## config.mk

```make
export PLATFORM = sky130hd
export DESIGN_NAME = dmem_access_unit_flat
export DESIGN_NICKNAME = d
export VERILOG_FILES = /design/src/rtl/dmem_access_unit_if.sv /design/src/rtl/dmem_access_unit.sv /design/src/flat_wrapper.sv
export SDC_FILE = /design/constraint.sdc
export NUM_CORES = 1
export LEC_CHECK = 0
export ABC_CLOCK_PERIOD_IN_PS = 5100
export CORE_MARGIN = 5
export CORE_UTILIZATION = 40
export CTS_CLUSTER_DIAMETER = 200
export CTS_CLUSTER_SIZE = 8
export DETAILED_ROUTE_END_ITERATION = 10
export MAX_ROUTING_LAYER = met4
export PLACE_DENSITY = 0.67
export SLEW_MARGIN = 20
export SYNTH_ARGS = -nofsm -noshare
export SYNTH_HDL_FRONTEND = slang
export SYNTH_SLANG_ARGS = --single-unit
export TNS_END_PERCENT = 10
```

## constraint.sdc

```tcl
create_clock -name clk -period 5.1 [get_ports clk]
set_clock_uncertainty 0.1 [all_clocks]
set_input_delay 1.275 -clock clk [delete_from_list [all_inputs] [get_ports clk]]
set_output_delay 1.275 -clock clk [all_outputs]
set_load 0.01 [all_outputs]
```

## src/rtl/dmem_access_unit_if.sv

```systemverilog
// rtl/dmem_access_unit_if.sv - request/response and data-memory signal bundle for dmem_access_unit
interface dmem_access_unit_if #(
    parameter int ADDR_W = 11,
    parameter int DATA_W = 32
);
    localparam int IDX_W = ADDR_W - 2;

    // Core request channel
    logic              req_valid;
    logic              req_ready;
    logic              req_write;
    logic [1:0]        req_size;
    logic              req_unsigned;
    logic [ADDR_W-1:0] req_addr;
    logic [DATA_W-1:0] req_wdata;

    // Core response channel
    logic              resp_valid;
    logic              resp_ready;
    logic [DATA_W-1:0] resp_rdata;
    logic              resp_error;

    // Word-level data memory port
    logic [IDX_W-1:0]  mem_read_addr;
    logic [DATA_W-1:0] mem_read_data;
    logic [IDX_W-1:0]  mem_write_addr;
    logic [DATA_W-1:0] mem_write_data;
    logic              mem_rw;

    // Core plus memory side
    modport master (
        output req_valid, req_write, req_size, req_unsigned, req_addr, req_wdata,
        output resp_ready, mem_read_data,
        input  req_ready, resp_valid, resp_rdata, resp_error,
        input  mem_read_addr, mem_write_addr, mem_write_data, mem_rw
    );

    // Access unit side
    modport slave (
        input  req_valid, req_write, req_size, req_unsigned, req_addr, req_wdata,
        input  resp_ready, mem_read_data,
        output req_ready, resp_valid, resp_rdata, resp_error,
        output mem_read_addr, mem_write_addr, mem_write_data, mem_rw
    );
endinterface

```

## src/rtl/dmem_access_unit.sv

```systemverilog
// rtl/dmem_access_unit.sv - byte-addressed load/store initiator for a 512-word data memory
module dmem_access_unit #(
    parameter int ADDR_W = 11,
    parameter int DATA_W = 32
) (
    input  logic              clk,
    input  logic              reset_n,
    dmem_access_unit_if.slave bus
);
    localparam logic [2:0] IDLE  = 3'd0;
    localparam logic [2:0] RD    = 3'd1;
    localparam logic [2:0] MERGE = 3'd2;
    localparam logic [2:0] WR    = 3'd3;
    localparam logic [2:0] RESP  = 3'd4;

    logic [2:0]        state;
    logic              latWrite;
    logic [1:0]        latSize;
    logic              latUnsigned;
    logic [1:0]        latOff;
    logic [DATA_W-1:0] latWdata;

    logic              reqError;
    logic [7:0]        laneByte;
    logic [15:0]       laneHalf;
    logic [DATA_W-1:0] loadValue;
    logic [DATA_W-1:0] mergedWord;

    assign bus.req_ready = (state == IDLE);

    // Misaligned or illegal-size requests never touch memory
    always_comb begin
        reqError = 1'b0;
        case (bus.req_size)
            2'b01:   reqError = bus.req_addr[0];
            2'b10:   reqError = (bus.req_addr[1:0] != 2'b00);
            2'b11:   reqError = 1'b1;
            default: reqError = 1'b0;
        endcase
    end

    // Little-endian lane extraction with sign/zero extension, and store merge into the old word
    always_comb begin
        laneByte   = bus.mem_read_data[{latOff, 3'b000} +: 8];
        laneHalf   = bus.mem_read_data[{latOff[1], 4'b0000} +: 16];
        loadValue  = bus.mem_read_data;
        mergedWord = bus.mem_read_data;
        case (latSize)
            2'b00: begin
                loadValue = {{24{~latUnsigned & laneByte[7]}}, laneByte};
                mergedWord[{latOff, 3'b000} +: 8] = latWdata[7:0];
            end
            2'b01: begin
                loadValue = {{16{~latUnsigned & laneHalf[15]}}, laneHalf};
                mergedWord[{latOff[1], 4'b0000} +: 16] = latWdata[15:0];
            end
            default: begin
                loadValue  = bus.mem_read_data;
                mergedWord = latWdata;
            end
        endcase
    end

    // Sequencer: every memory-facing output is a flop so mem_rw never glitches
    always_ff @(posedge clk or negedge reset_n) begin
        if (!reset_n) begin
            state              <= IDLE;
            latWrite           <= 1'b0;
            latSize            <= 2'b00;
            latUnsigned        <= 1'b0;
            latOff             <= 2'b00;
            latWdata           <= '0;
            bus.resp_valid     <= 1'b0;
            bus.resp_error     <= 1'b0;
            bus.resp_rdata     <= '0;
            bus.mem_rw         <= 1'b0;
            bus.mem_read_addr  <= '0;
            bus.mem_write_addr <= '0;
            bus.mem_write_data <= '0;
        end else begin
            case (state)
                IDLE: begin
                    if (bus.req_valid) begin
                        latWrite    <= bus.req_write;
                        latSize     <= bus.req_size;
                        latUnsigned <= bus.req_unsigned;
                        latOff      <= bus.req_addr[1:0];
                        latWdata    <= bus.req_wdata;
                        if (reqError) begin
                            bus.resp_valid <= 1'b1;
                            bus.resp_error <= 1'b1;
                            bus.resp_rdata <= '0;
                            state          <= RESP;
                        end else if (bus.req_write && bus.req_size == 2'b10) begin
                            // Full-word store needs no old data: go straight to setup
                            bus.mem_write_addr <= bus.req_addr[ADDR_W-1:2];
                            bus.mem_write_data <= bus.req_wdata;
                            state              <= MERGE;
                        end else begin
                            bus.mem_read_addr <= bus.req_addr[ADDR_W-1:2];
                            state             <= RD;
                        end
                    end
                end
                RD: begin
                    if (latWrite) begin
                        bus.mem_write_addr <= bus.mem_read_addr;
                        bus.mem_write_data <= mergedWord;
                        state              <= MERGE;
                    end else begin
                        bus.resp_valid <= 1'b1;
                        bus.resp_error <= 1'b0;
                        bus.resp_rdata <= loadValue;
                        state          <= RESP;
                    end
                end
                MERGE: begin
                    bus.mem_rw <= 1'b1;
                    state      <= WR;
                end
                WR: begin
                    bus.mem_rw     <= 1'b0;
                    bus.resp_valid <= 1'b1;
                    bus.resp_error <= 1'b0;
                    bus.resp_rdata <= '0;
                    state          <= RESP;
                end
                RESP: begin
                    if (bus.resp_ready) begin
                        bus.resp_valid <= 1'b0;
                        state          <= IDLE;
                    end
                end
                default: state <= IDLE;
            endcase
        end
    end
endmodule

```

## src/flat_wrapper.sv

```systemverilog
// flat-port wrapper written by rule: the top's interface ports become plain ports
module dmem_access_unit_flat 
#(
    parameter int ADDR_W = 11,
    parameter int DATA_W = 32
)
  (clk, reset_n, bus_req_valid, bus_req_write, bus_req_size, bus_req_unsigned, bus_req_addr, bus_req_wdata, bus_resp_ready, bus_mem_read_data, bus_req_ready, bus_resp_valid, bus_resp_rdata, bus_resp_error, bus_mem_read_addr, bus_mem_write_addr, bus_mem_write_data, bus_mem_rw);
  dmem_access_unit_if #(.ADDR_W(ADDR_W), .DATA_W(DATA_W)) bus_i ();
  input  logic clk;
  input  logic reset_n;
  input wire logic [$bits(bus_i.req_valid)-1:0] bus_req_valid;
  input wire logic [$bits(bus_i.req_write)-1:0] bus_req_write;
  input wire logic [$bits(bus_i.req_size)-1:0] bus_req_size;
  input wire logic [$bits(bus_i.req_unsigned)-1:0] bus_req_unsigned;
  input wire logic [$bits(bus_i.req_addr)-1:0] bus_req_addr;
  input wire logic [$bits(bus_i.req_wdata)-1:0] bus_req_wdata;
  input wire logic [$bits(bus_i.resp_ready)-1:0] bus_resp_ready;
  input wire logic [$bits(bus_i.mem_read_data)-1:0] bus_mem_read_data;
  output wire logic [$bits(bus_i.req_ready)-1:0] bus_req_ready;
  output wire logic [$bits(bus_i.resp_valid)-1:0] bus_resp_valid;
  output wire logic [$bits(bus_i.resp_rdata)-1:0] bus_resp_rdata;
  output wire logic [$bits(bus_i.resp_error)-1:0] bus_resp_error;
  output wire logic [$bits(bus_i.mem_read_addr)-1:0] bus_mem_read_addr;
  output wire logic [$bits(bus_i.mem_write_addr)-1:0] bus_mem_write_addr;
  output wire logic [$bits(bus_i.mem_write_data)-1:0] bus_mem_write_data;
  output wire logic [$bits(bus_i.mem_rw)-1:0] bus_mem_rw;
  assign bus_i.req_valid = bus_req_valid;
  assign bus_i.req_write = bus_req_write;
  assign bus_i.req_size = bus_req_size;
  assign bus_i.req_unsigned = bus_req_unsigned;
  assign bus_i.req_addr = bus_req_addr;
  assign bus_i.req_wdata = bus_req_wdata;
  assign bus_i.resp_ready = bus_resp_ready;
  assign bus_i.mem_read_data = bus_mem_read_data;
  assign bus_req_ready = bus_i.req_ready;
  assign bus_resp_valid = bus_i.resp_valid;
  assign bus_resp_rdata = bus_i.resp_rdata;
  assign bus_resp_error = bus_i.resp_error;
  assign bus_mem_read_addr = bus_i.mem_read_addr;
  assign bus_mem_write_addr = bus_i.mem_write_addr;
  assign bus_mem_write_data = bus_i.mem_write_data;
  assign bus_mem_rw = bus_i.mem_rw;
  dmem_access_unit #(.ADDR_W(ADDR_W), .DATA_W(DATA_W)) u_core (.clk(clk), .reset_n(reset_n), .bus(bus_i));
endmodule
```

==> PnR_summary.wiki <==
{| class="wikitable"
! Metric !! Value
|-
| Worst hold path depth || 2
|-
| Proportion of layout cells with a drive suffix above 1 || roughly 14%
|-
| Total routing resource utilization after global routing || a little under a quarter
|-
| Maximum number of pins on one net before global-route repair || 58
|-
| Layer with the highest usage after global routing || met2
|-
| Reg2reg setup slack || around 1.9 ns
|-
| Overall power after layout || just under 6 mW
|-
| Full die area || around 20,000 um2
|-
| Count of hold-fix buffers inserted at cts || 0
|-
| Sequential cell fraction of total power || 33.2%
|-
| Vert. Die Dim || 140 um
|-
| Average vias per placed instance || 5.99
|-
| Cell area after placement || about 8500 um2
|-
| List of most frequent post-synthesis cells || dfrtp_1, o21ai_0, nor2_1, mux2_2
|-
| Routed Antenna Nets || 0
|-
| Residual DRC count || 0
|-
| CTS tree || built
|-
| Min-Delay Endpoint || u_core.bus.resp_rdata[11]
|-
| Max incr delay on CP || between 0.7 and 0.8 ns
|-
| Total global routing overflow || 0
|-
| Final Wtd Congestion || between 0.9 and 1
|-
| Setup crit end kind || flop
|-
| Final core area utilization || between 50% and 60%
|-
| Measured slew at the worst slew-check pin || 1.21 ns
|-
| Max VDD drop || roughly 0.00038 V
|-
| Post-Syn Instances || roughly 640
|-
| Post-synth top area share || between 40% and 50%
|-
| Total of endpoints with negative setup slack in the final report || 0
|-
| Cts bufs inserted || 17
|-
| Worst-case reg-to-reg path depth || 6
|-
| Worst Setup Path Type || primary input to flop
|-
| # diodes || 0
|-
| Leading register cell type out of synthesis || dfrtp_1
|-
| Antenna violations before repair || 0
|-
| Share of synthesized registers carrying an async set or reset || 100%
|-
| Via count of the first global-routing pass || 6,021
|-
| Chip width || around 140 um
|-
| Part of the power in combinational logic || 46.2%
|-
| Seq/Total Area, Yosys || between 40% and 50%
|-
| HPWL reported at the end of detailed placement || 16,100 um
|-
| Part of the power in the clock network || 20.7%
|-
| Synth Cell Area || about 6700 um2
|-
| FILL cells || between 1,000 and 1,500
|-
| Wire length of the first global-routing pass || between 30,000 and 40,000 um
|-
| Growth of design area from synthesis to finish || 35.1%
|-
| Slew Viols, Final || 0
|-
| Pint || approximately 3.5 mW
|-
| Post-Syn Nets || 731
|-
| Clk root buf || clkbuf_16
|-
| Global routing usage on met1 || between 30% and 40%
|-
| Worst Min Path Start || u_core.bus.resp_rdata[11]
|-
| Fmax || around 280 MHz
|-
| Syn Area/Cell || around 10 um2
|-
| Smallest setup slack after layout || 1.57 ns
|-
| Number of H-tree branching levels || 4
|-
| Clock insertion delay at the later pin of the skew report || 0.42 ns
|-
| Met3 usage || under 10%
|-
| Maximum fanout along the worst path || 36
|-
| Post CTS Setup Buffer Count || 0
|-
| Static leakage || around 3.7 nW
|-
| Result of the run || completed
|-
| Via count || ~6,100
|-
| Clock input transition at the sequential cells of the worst setup and hold paths || 0.05 ns
|-
| Hold Vio Cnt, Final || 0
|-
| Launch instance of the worst register-to-register path || u_core.latOff[0]
|-
| Worst hold slack || roughly 0.39 ns
|-
| Site row count || 47
|-
| Area of all placed cells without fillers || between 9000 and 10,000 um2
|-
| Min-delay worst type || flop to flop
|-
| Number of unique standard cell types used by synthesis || 46
|-
| Clock Tree Buf Depth || 2
|-
| Data arrival, critical path || about 3.7 ns
|-
| Wire length per cell || 22.0 um
|-
| Final standard cell count with taps included and fillers excluded || 1,016
|-
| Power per cell area || around 640 nW/um2
|-
| Number of warning messages in the yosys log || 0
|-
| Required time of the worst setup path || approximately 5.3 ns
|-
| Iteration-0 DRC Markers || 498
|-
| Endpoint of the lowest-slack register-to-register path || u_core.bus.mem_write_data[14]
|-
| Dominant cells by area after synthesis || dfrtp_1, mux2_2, a221o_1, o21ai_0, mux2i_1
|-
| Number of synthesized flops with an enable pin || 0
|-
| Starting utilization of the core area || between 40% and 50%
|-
| Net Switching || around 2.3 mW
|-
| Clock period minus final worst setup slack || 3.53 ns
|-
| Sum of negative setup slack || 0 ns
|-
| Critical path buffer and inverter count || 2
|-
| Share of total power consumed by net switching || 39.4%
|-
| Ordered cell list for the critical path || clkdlybuf4s50_1 -> or4b_4 -> o32a_2 -> buf_4 -> o31ai_1
|-
| Total of max-cap violations || 0
|-
| Family with the most delay on the worst path || compound AO/OA/AOI/OAI gates
|-
| Leading cell type by number of instances after synthesis || dfrtp_1
|-
| Placement-stage worst setup slack || 0.946 ns
|-
| Sequential Area || 3150 um2
|-
| Final-stage net count || roughly 870
|-
| Total of cells resized after clock tree synthesis || 0
|-
| Number of sinks on the clock net || 126
|-
| PortBufs || approximately 170
|-
| Iteration count of the initial detailed-routing pass || 5
|-
| Area leader, netlist || dfrtp_1
|-
| Fraction of the cycle the final worst path needs || 69.1%
|-
| Inst Count DP || about 980
|-
| Top-level I/O count || ~170
|-
| Met2 demand-to-capacity share in global routing || between 30% and 40%
|-
| Total area of multi-input combinational cells || 3290 um2
|-
| Routed Wire Length || about 22,000 um
|-
| Core region area || 16,500 um2
|-
| RSZ-0062 raised after global routing || false
|-
| Worst setup SP type || primary input
|-
| Flip-flop and latch count after synthesis || around 130
|-
| Slowest CP cell || or4b_4
|-
| Slew HR || a little under a fifth
|}
==> layout by cell type (no fill, tap or decap), types with 23 or more instances in the layout <==
cell / Yosys / layout
a221oi_1: 23 / 23
nand2_1: 29 / 29
o31ai_1: 40 / 40
o21ai_0: 79 / 79
dfrtp_1: 126 / 125
mux2_2: 52 / 52
mux2i_1: 33 / 33
clkdlybuf4s50_1: 0 / 167
a221o_1: 40 / 40
nor2_1: 58 / 57
==> logic make-up (layout without fill, tap and decap cells) <==
group                      Yosys count  after routing  synth area share, %
adders and majority gates            5              5                0.929
AOI/OAI and AO/OA                  233            233                 24.8
muxes                               85             85                 13.6
and+or+nand+nor                    125            125                 9.31
buffers and inverters               69            222                 4.53
DFF                                126            126                 46.8
==> worst min-delay path: stages (launching register included) <==
cell and delay [ns]:
dfrtp_1 0.34, nand2_1 0.05, o21ai_0 0.06
==> power groups by stage <==
| stage | Sequential, mW | Combinational (mW) | Clock [mW] |
|---|---|---|---|
| CTS | 1.91 | 2.68 | 1.22 |
| floorplan | 1.84 | 1.61 | 0 |
| global placement | 1.90 | 2.61 | 0 |
| global route | 1.98 | 2.90 | 1.27 |
| finish | 1.92 | 2.67 | 1.20 |
| detailed placement | 1.92 | 2.67 | 0 |
==> sequential cells by signal, summed over array words and instances, names as in the netlist <==
| name | cells |
|---|---|
| u_core.state | 3 |
| u_core.bus.resp_rdata | 32 |
| u_core.bus.mem_read_addr | 9 |
| u_core.bus.resp_error | 1 |
| u_core.bus.mem_rw | 1 |
| u_core.bus.mem_write_addr | 9 |
| u_core.bus.resp_valid | 1 |
| u_core.bus.mem_write_data | 32 |
| u_core.latWrite | 1 |
| u_core.latOff | 2 |
| u_core.latSize | 2 |
| u_core.latWdata | 32 |
| u_core.latUnsigned | 1 |
==> how the worst max path moves through the flow <==
stage	startpoint	endpoint	slack [ns]	cells after the start
after global routing	bus_req_valid	u_core.bus.resp_rdata[6]	1.44	5
final	bus_req_valid	u_core.bus.resp_rdata[6]	1.57	5
after global placement	bus_req_valid	u_core.bus.resp_rdata[3]	1.03	5
after floorplan	bus_req_valid	u_core.bus.resp_rdata[17]	2.10	6
after CTS	bus_req_valid	u_core.bus.resp_rdata[6]	1.39	5
after detailed placement	bus_req_valid	u_core.bus.resp_rdata[6]	0.95	5
==> routing by layer <==
layer | part of all wire (%) | up-vias
li1 | - | 2736
met1 | 43 | 3056
met2 | 48 | 248
met3 | 6.2 | 47
met4 | 2.7 | 0
met5 | 0 | -
==> area by class of cell <==
class | count | share of cell area (%)
Timing Repair Buffer | 177 | 19.2
Tap cell | 220 | 3.02
Clock inverter | 12 | 1.29
Inverter | 13 | 0.536
Multi-Input combinational cell | 448 | 36.2
Sequential cell | 126 | 34.7
Clock buffer | 20 | 5.13
(Power assumes the default switching activity.)
